**src/rtl/seg7_scan_capture_pkg.sv**
```systemverilog
// Shared 7-segment definitions: glyph patterns (active-low, G..A) and capture FSM encodings.
// Pure constants and helpers; no latency, no flow control.
// The drive-side decoder imports the same glyph table so the two ends cannot drift.
package seg7_scan_capture_pkg;

   localparam logic [6:0] SEG_0 = 7'h40;
   localparam logic [6:0] SEG_1 = 7'h79;
   localparam logic [6:0] SEG_2 = 7'h24;
   localparam logic [6:0] SEG_3 = 7'h30;
   localparam logic [6:0] SEG_4 = 7'h19;
   localparam logic [6:0] SEG_5 = 7'h12;
   localparam logic [6:0] SEG_6 = 7'h02;
   localparam logic [6:0] SEG_7 = 7'h78;
   localparam logic [6:0] SEG_8 = 7'h00;
   localparam logic [6:0] SEG_9 = 7'h10;
   localparam logic [6:0] SEG_A = 7'h08;
   localparam logic [6:0] SEG_B = 7'h03;
   localparam logic [6:0] SEG_C = 7'h46;
   localparam logic [6:0] SEG_D = 7'h21;
   localparam logic [6:0] SEG_E = 7'h06;
   localparam logic [6:0] SEG_F = 7'h0E;

   localparam logic [1:0] SCAN   = 2'd0;
   localparam logic [1:0] SETTLE = 2'd1;
   localparam logic [1:0] HELD   = 2'd2;

   // {valid, index}: valid only when exactly one anode is driven low
   function automatic logic [2:0] an_select(input logic [3:0] an_n);
      logic [2:0] r;
      case (an_n)
         4'b1110: r = 3'b100;
         4'b1101: r = 3'b101;
         4'b1011: r = 3'b110;
         4'b0111: r = 3'b111;
         default: r = 3'b000;
      endcase
      return r;
   endfunction

endpackage

```
**src/rtl/seg7_pattern_decode.sv**
```systemverilog
// Segment pattern to hex nibble; flags patterns that are not one of the 16 glyphs.
// Combinational, zero latency; no flow control.
// Illegal patterns decode to nibble 0 with legal low.
module seg7_pattern_decode
   import seg7_scan_capture_pkg::*;
(
   input  logic [6:0] seg_n,
   output logic [3:0] nibble,
   output logic       legal
);

   always_comb begin
      nibble = 4'h0;
      legal  = 1'b1;
      case (seg_n)
         SEG_0: nibble = 4'h0;
         SEG_1: nibble = 4'h1;
         SEG_2: nibble = 4'h2;
         SEG_3: nibble = 4'h3;
         SEG_4: nibble = 4'h4;
         SEG_5: nibble = 4'h5;
         SEG_6: nibble = 4'h6;
         SEG_7: nibble = 4'h7;
         SEG_8: nibble = 4'h8;
         SEG_9: nibble = 4'h9;
         SEG_A: nibble = 4'hA;
         SEG_B: nibble = 4'hB;
         SEG_C: nibble = 4'hC;
         SEG_D: nibble = 4'hD;
         SEG_E: nibble = 4'hE;
         SEG_F: nibble = 4'hF;
         default: legal = 1'b0;
      endcase
   end

endmodule

```
**src/rtl/seg7_scan_capture.sv**
```systemverilog
// Reconstructs the 16-bit value shown on a multiplexed 4-digit common-anode display.
// Latency: pins stable STABLE_CYCLES+1 edges -> capture; frame_valid one cycle after 4th digit.
// No backpressure: passive monitor, outputs simply update per completed frame.
module seg7_scan_capture
   import seg7_scan_capture_pkg::*;
#(
   parameter int STABLE_CYCLES = 4
)(
   input  logic        clk,
   input  logic        rst,
   input  logic [3:0]  an_n,
   input  logic [6:0]  seg_n,
   output logic [15:0] value,
   output logic [3:0]  digit_err,
   output logic        frame_valid,
   output logic        busy
);

   localparam logic [7:0] STABLE_CNT = 8'(STABLE_CYCLES);

   logic [3:0]  s_an, p_an;
   logic [6:0]  s_seg, p_seg;
   logic [1:0]  state, state_nxt;
   logic [7:0]  cnt, cnt_nxt;
   logic [3:0]  mask, mask_nxt;
   logic [15:0] shadow;
   logic [3:0]  err_shadow;

   logic [2:0]  sel;
   logic        dig_vld;
   logic [1:0]  dig_idx;
   logic        changed;
   logic        capture;
   logic [3:0]  cap_bit;
   logic        frame_done;
   logic [3:0]  nibble;
   logic        legal;

   seg7_pattern_decode u_decode (
      .seg_n  (s_seg),
      .nibble (nibble),
      .legal  (legal)
   );

   assign sel        = an_select(s_an);
   assign dig_vld    = sel[2];
   assign dig_idx    = sel[1:0];
   assign changed    = (s_an != p_an) || (s_seg != p_seg);
   assign capture    = (state == SETTLE) && !changed && (cnt == STABLE_CNT);
   assign cap_bit    = capture ? (4'b0001 << dig_idx) : 4'b0000;
   assign frame_done = (mask == 4'b1111);
   // A capture landing on the completion edge belongs to the next frame
   assign mask_nxt   = frame_done ? cap_bit : (mask | cap_bit);

   always_comb begin
      state_nxt = state;
      cnt_nxt   = cnt;
      case (state)
         SCAN: begin
            if (dig_vld) begin
               state_nxt = SETTLE;
               cnt_nxt   = 8'd1;
            end
         end
         SETTLE: begin
            if (changed) begin
               if (dig_vld) cnt_nxt = 8'd1;
               else         state_nxt = SCAN;
            end else if (cnt == STABLE_CNT) begin
               state_nxt = HELD;
            end else if (cnt != 8'hFF) begin
               cnt_nxt = cnt + 8'd1;
            end
         end
         HELD: begin
            if (changed) begin
               if (dig_vld) begin
                  state_nxt = SETTLE;
                  cnt_nxt   = 8'd1;
               end else begin
                  state_nxt = SCAN;
               end
            end
         end
         default: state_nxt = SCAN;
      endcase
   end

   always_ff @(posedge clk) begin
      if (rst) begin
         s_an        <= 4'h0;
         s_seg       <= 7'h00;
         p_an        <= 4'h0;
         p_seg       <= 7'h00;
         state       <= SCAN;
         cnt         <= 8'd0;
         mask        <= 4'h0;
         shadow      <= 16'h0000;
         err_shadow  <= 4'h0;
         value       <= 16'h0000;
         digit_err   <= 4'h0;
         frame_valid <= 1'b0;
         busy        <= 1'b0;
      end else begin
         s_an        <= an_n;
         s_seg       <= seg_n;
         p_an        <= s_an;
         p_seg       <= s_seg;
         state       <= state_nxt;
         cnt         <= cnt_nxt;
         mask        <= mask_nxt;
         busy        <= |mask_nxt;
         frame_valid <= frame_done;
         if (frame_done) begin
            value     <= shadow;
            digit_err <= err_shadow;
         end
         if (capture) begin
            shadow[{dig_idx, 2'b00} +: 4] <= legal ? nibble : 4'h0;
            err_shadow[dig_idx]           <= ~legal;
         end
      end
   end

endmodule

```
**config.mk**
```make
export PLATFORM = sky130hd
export DESIGN_NAME = seg7_scan_capture
export DESIGN_NICKNAME = d
export VERILOG_FILES = /design/src/rtl/seg7_scan_capture_pkg.sv /design/src/rtl/seg7_pattern_decode.sv /design/src/rtl/seg7_scan_capture.sv
export SDC_FILE = /design/constraint.sdc
export NUM_CORES = 1
export LEC_CHECK = 0
export ABC_CLOCK_PERIOD_IN_PS = 5450
export CAP_MARGIN = 20
export CORE_MARGIN = 2
export CORE_UTILIZATION = 60
export CTS_BUF_LIST = sky130_fd_sc_hd__clkbuf_16
export DETAILED_ROUTE_END_ITERATION = 7
export GPL_TIMING_DRIVEN = 0
export PLACE_DENSITY = 0.88
export SETUP_SLACK_MARGIN = 0.15
export SLEW_MARGIN = 15
export SYNTH_ARGS = -nofsm -noshare
export SYNTH_HDL_FRONTEND = slang
export SYNTH_HIERARCHICAL = 1
export SYNTH_SLANG_ARGS = --single-unit
```
**constraint.sdc**
```tcl
create_clock -name clk -period 5.45 [get_ports clk]
set_clock_uncertainty 0.15 [all_clocks]
set_input_delay 0.545 -clock clk [delete_from_list [all_inputs] [get_ports clk]]
set_output_delay 0.545 -clock clk [all_outputs]
set_load 0.1 [all_outputs]
```
==> results.toml <==
[status]
status = "completed"

[timing]
hold_ws_ns = 0.303
finalSetupViolCount = 0
hold_viol = 0
setup_tns_ns = 0
finalWorstSetupSlack_ns = 2.73
slew_violations = 0
worstMarginPinSlew_ns = 0.985
min_period_ns = 2.72
rsz0062_at_grt = "no"
fmax_mhz = 368
fin_crit_sh_pct = 49.8
slew_headroom_pct = 34.1

[critical_path]
crit_fanout = 10
critPathLaunchType = "flip-flop"
crit_type = "flip-flop to flip-flop"
worstPathRequired_ns = 5.56
critPathArrivalTime_ns = 2.83
worstSetupEndpointType = "flip-flop"

[synth]
synth_seq_cells = 78
muxShareOfSynthArea_pct = 6.63
synth-edff-count = 0
synth_compound_area_share_pct = 10.2
synth_top_family_by_area = "simple AND/OR/NAND/NOR gates"
synth_nets = 437
synth_warnings = 6
yosysTopAreaCellShare_pct = 42.7
synthAdderAreaFrac_pct = 2.36
syn_inst = 418
synth-simple-area-share_pct = 30.6
yosys.area.top_type = "dfxtp_1"
postSynth.asyncResetShare_pct = 0
yosysSeqAreaShare_pct = 42.7
synth_area_sq_um = 3660
synth_flop_cell = "dfxtp_1"
synth_area_leaders = "dfxtp_1, mux2i_1, nand2_1"
synthXorXnorAreaFrac_pct = 3.11
netlist-cell-type-count = 59
avgSynthCellArea_sq_um = 8.76

[power]
pwr-share-clk_pct = 46.4
p_leak_nw = 1.74
max-vdd-ir-drop_mv = 0.215
p_int_mw = 0.967
pwr-share-seq_pct = 46.7
swShare_pct = 23.1
combPwrFrac_pct = 6.9
p_sw_mw = 0.290
powerDensity_nw_per_um2 = 287

[clock_network]
cts_resized = 0
cts_buffers = 9
root_buffer = "clkbuf_16"
cts.sinks = 78
postCtsSetupBuffers = 0
cts_tree = "yes"
hold_buffers = 0
cts-htree-levels = 3
clockBufferDepth = 2
clk_latency_ns = 0.33
path_clk_slew_ns = 0.06

[global_route]
grt_usage_pct = 25.5
grt_pass1_wl_microns = 13200
overflow = 0
antenna_found_initial = 0
grt_max_degree = 14
grt_pass1_vias = 2904

[final_layout]
most-common-layout-cells = "dfxtp_1, nand2_1, clkdlybuf4s50_1"
antenna_cells = 0
area_delta_synth_final_pct = 19.6
fin_cells = 542
layout_commonest_cell = "dfxtp_1"
fillCellCount = 425
regArea_sq_um = 1560
layout.nets = 481
multi_input_area_sq_um = 1940
drive_gt1_share_pct = 8.14

[die]
core_area_sq_um = 5920
fp.dieH_microns = 82.1
start_util_pct = 61.8
io_pins = 35
fp-row-count = 28
die_x_microns = 82.1
die-area_sq_um = 6740

[routing]
wl_per_cell_microns = 14.4
post_drt_via_cell_ratio = 5.71
drt-initial-drc-count = 189
drc = 0
wirelength_microns = 7800
antenna_left = 0
dr_total_vias = 3095
firstDrtPassIters = 5

[hold_path]
hold_class = "flip-flop to flip-flop"

[placed_design]
post-place-ws_ns = 2.81
dpl.hpwl_microns = 5410
io_buffers = 33
dp_cells = 526
place_congestion = 0.931

[job]
drv_cap = 0
power groups by stage:
stage / sequential, mW / combinational [mW] / clock [mW]
finish: 0.587 / 0.0863 / 0.583
global route: 0.588 / 0.0957 / 0.609
floorplan: 0.597 / 0.0625 / 0
detailed placement: 0.599 / 0.0847 / 0
global placement: 0.599 / 0.0820 / 0
CTS: 0.587 / 0.0853 / 0.585
state kept, by name, indices dropped and copies added, names as in the netlist:
signal	cells
busy	1
cnt	8
digit_err	4
err_shadow	4
frame_valid	1
mask	4
p_an	4
p_seg	7
s_an	4
s_seg	7
shadow	16
state	2
value	16
synth_stat cells, types with 2 or more instances:
| master | count |
|---|---|
| o21ai_1 | 2 |
| nor4b_1 | 2 |
| nor2_1 | 12 |
| nand3_1 | 23 |
| or3_1 | 3 |
| xor2_1 | 13 |
| a31oi_1 | 2 |
| nand4_1 | 5 |
| nor3_1 | 13 |
| buf_4 | 4 |
| nor4_1 | 5 |
| or4_1 | 2 |
| and4b_1 | 2 |
| o21ai_0 | 5 |
| nand2_2 | 4 |
| and3_1 | 6 |
| a21oi_1 | 30 |
| buf_1 | 2 |
| clkbuf_1 | 13 |
| nand3b_1 | 2 |
| ha_1 | 6 |
| and2_1 | 3 |
| inv_1 | 9 |
| nor3b_1 | 7 |
| mux2i_1 | 22 |
| nor4_2 | 2 |
| buf_2 | 5 |
| nand2_1 | 53 |
| nand2b_1 | 24 |
| a211o_1 | 6 |
| nor2b_1 | 26 |
| dfxtp_1 | 78 |
final timing paths:
path,start,cells after the start,slack [ns],to
worst max-delay path,s_seg[3],8,2.73,shadow[4]
worst min-delay path,value[6],2,0.30,value[6]
worst max register to register,s_seg[3],8,2.73,shadow[4]
worst min register to register,value[6],2,0.30,value[6]
critical path, stage by stage, from the launching register on:
cell	delay, ns
dfxtp_1	0.53
or3b_1	0.41
a211o_1	0.30
nand3_1	0.18
or3_1	0.14
buf_1	0.28
clkbuf_1	0.36
nand3_1	0.15
mux2i_1	0.15
logic make-up (layout without fill, tap and decap cells):
| group | Yosys count | in the layout |
|---|---|---|
| mux | 23 | 23 |
| simple gates | 203 | 203 |
| flops | 78 | 78 |
| xor+xnor | 13 | 13 |
| buf+inv | 35 | 84 |
| fa+ha+maj | 7 | 7 |
| compound gates | 59 | 59 |
stage by stage:
stage	power, mW	cell area (sq um)	util, %
6_report	1.26	4380	73.9
5_1_grt	1.29	4380	73.9
4_1_cts	1.26	4380	73.9
3_5_place_dp	0.684	4080	69.0
3_3_place_gp	0.681	4080	69.0
2_1_floorplan	0.659	3660	-
cell type report:
class	instances	area share (%)
inverters	9	0.772
well taps	75	2.14
multi-input cells	305	44.3
clock buffers	9	5.15
plain buffers	26	2.92
flip-flops and latches	78	35.7
repair buffers	33	7.55
clock inverters	7	1.52
routing by layer:
metal	global-route usage [%]	part of all wire [%]	vias up
met5	0	0	-
li1	-	-	1532
met2	43.8	50	73
met1	30.9	44	1472
met4	9.17	2.0	0
met3	6.63	4.2	18
Note: power is estimated with default switching activity, not from simulation.
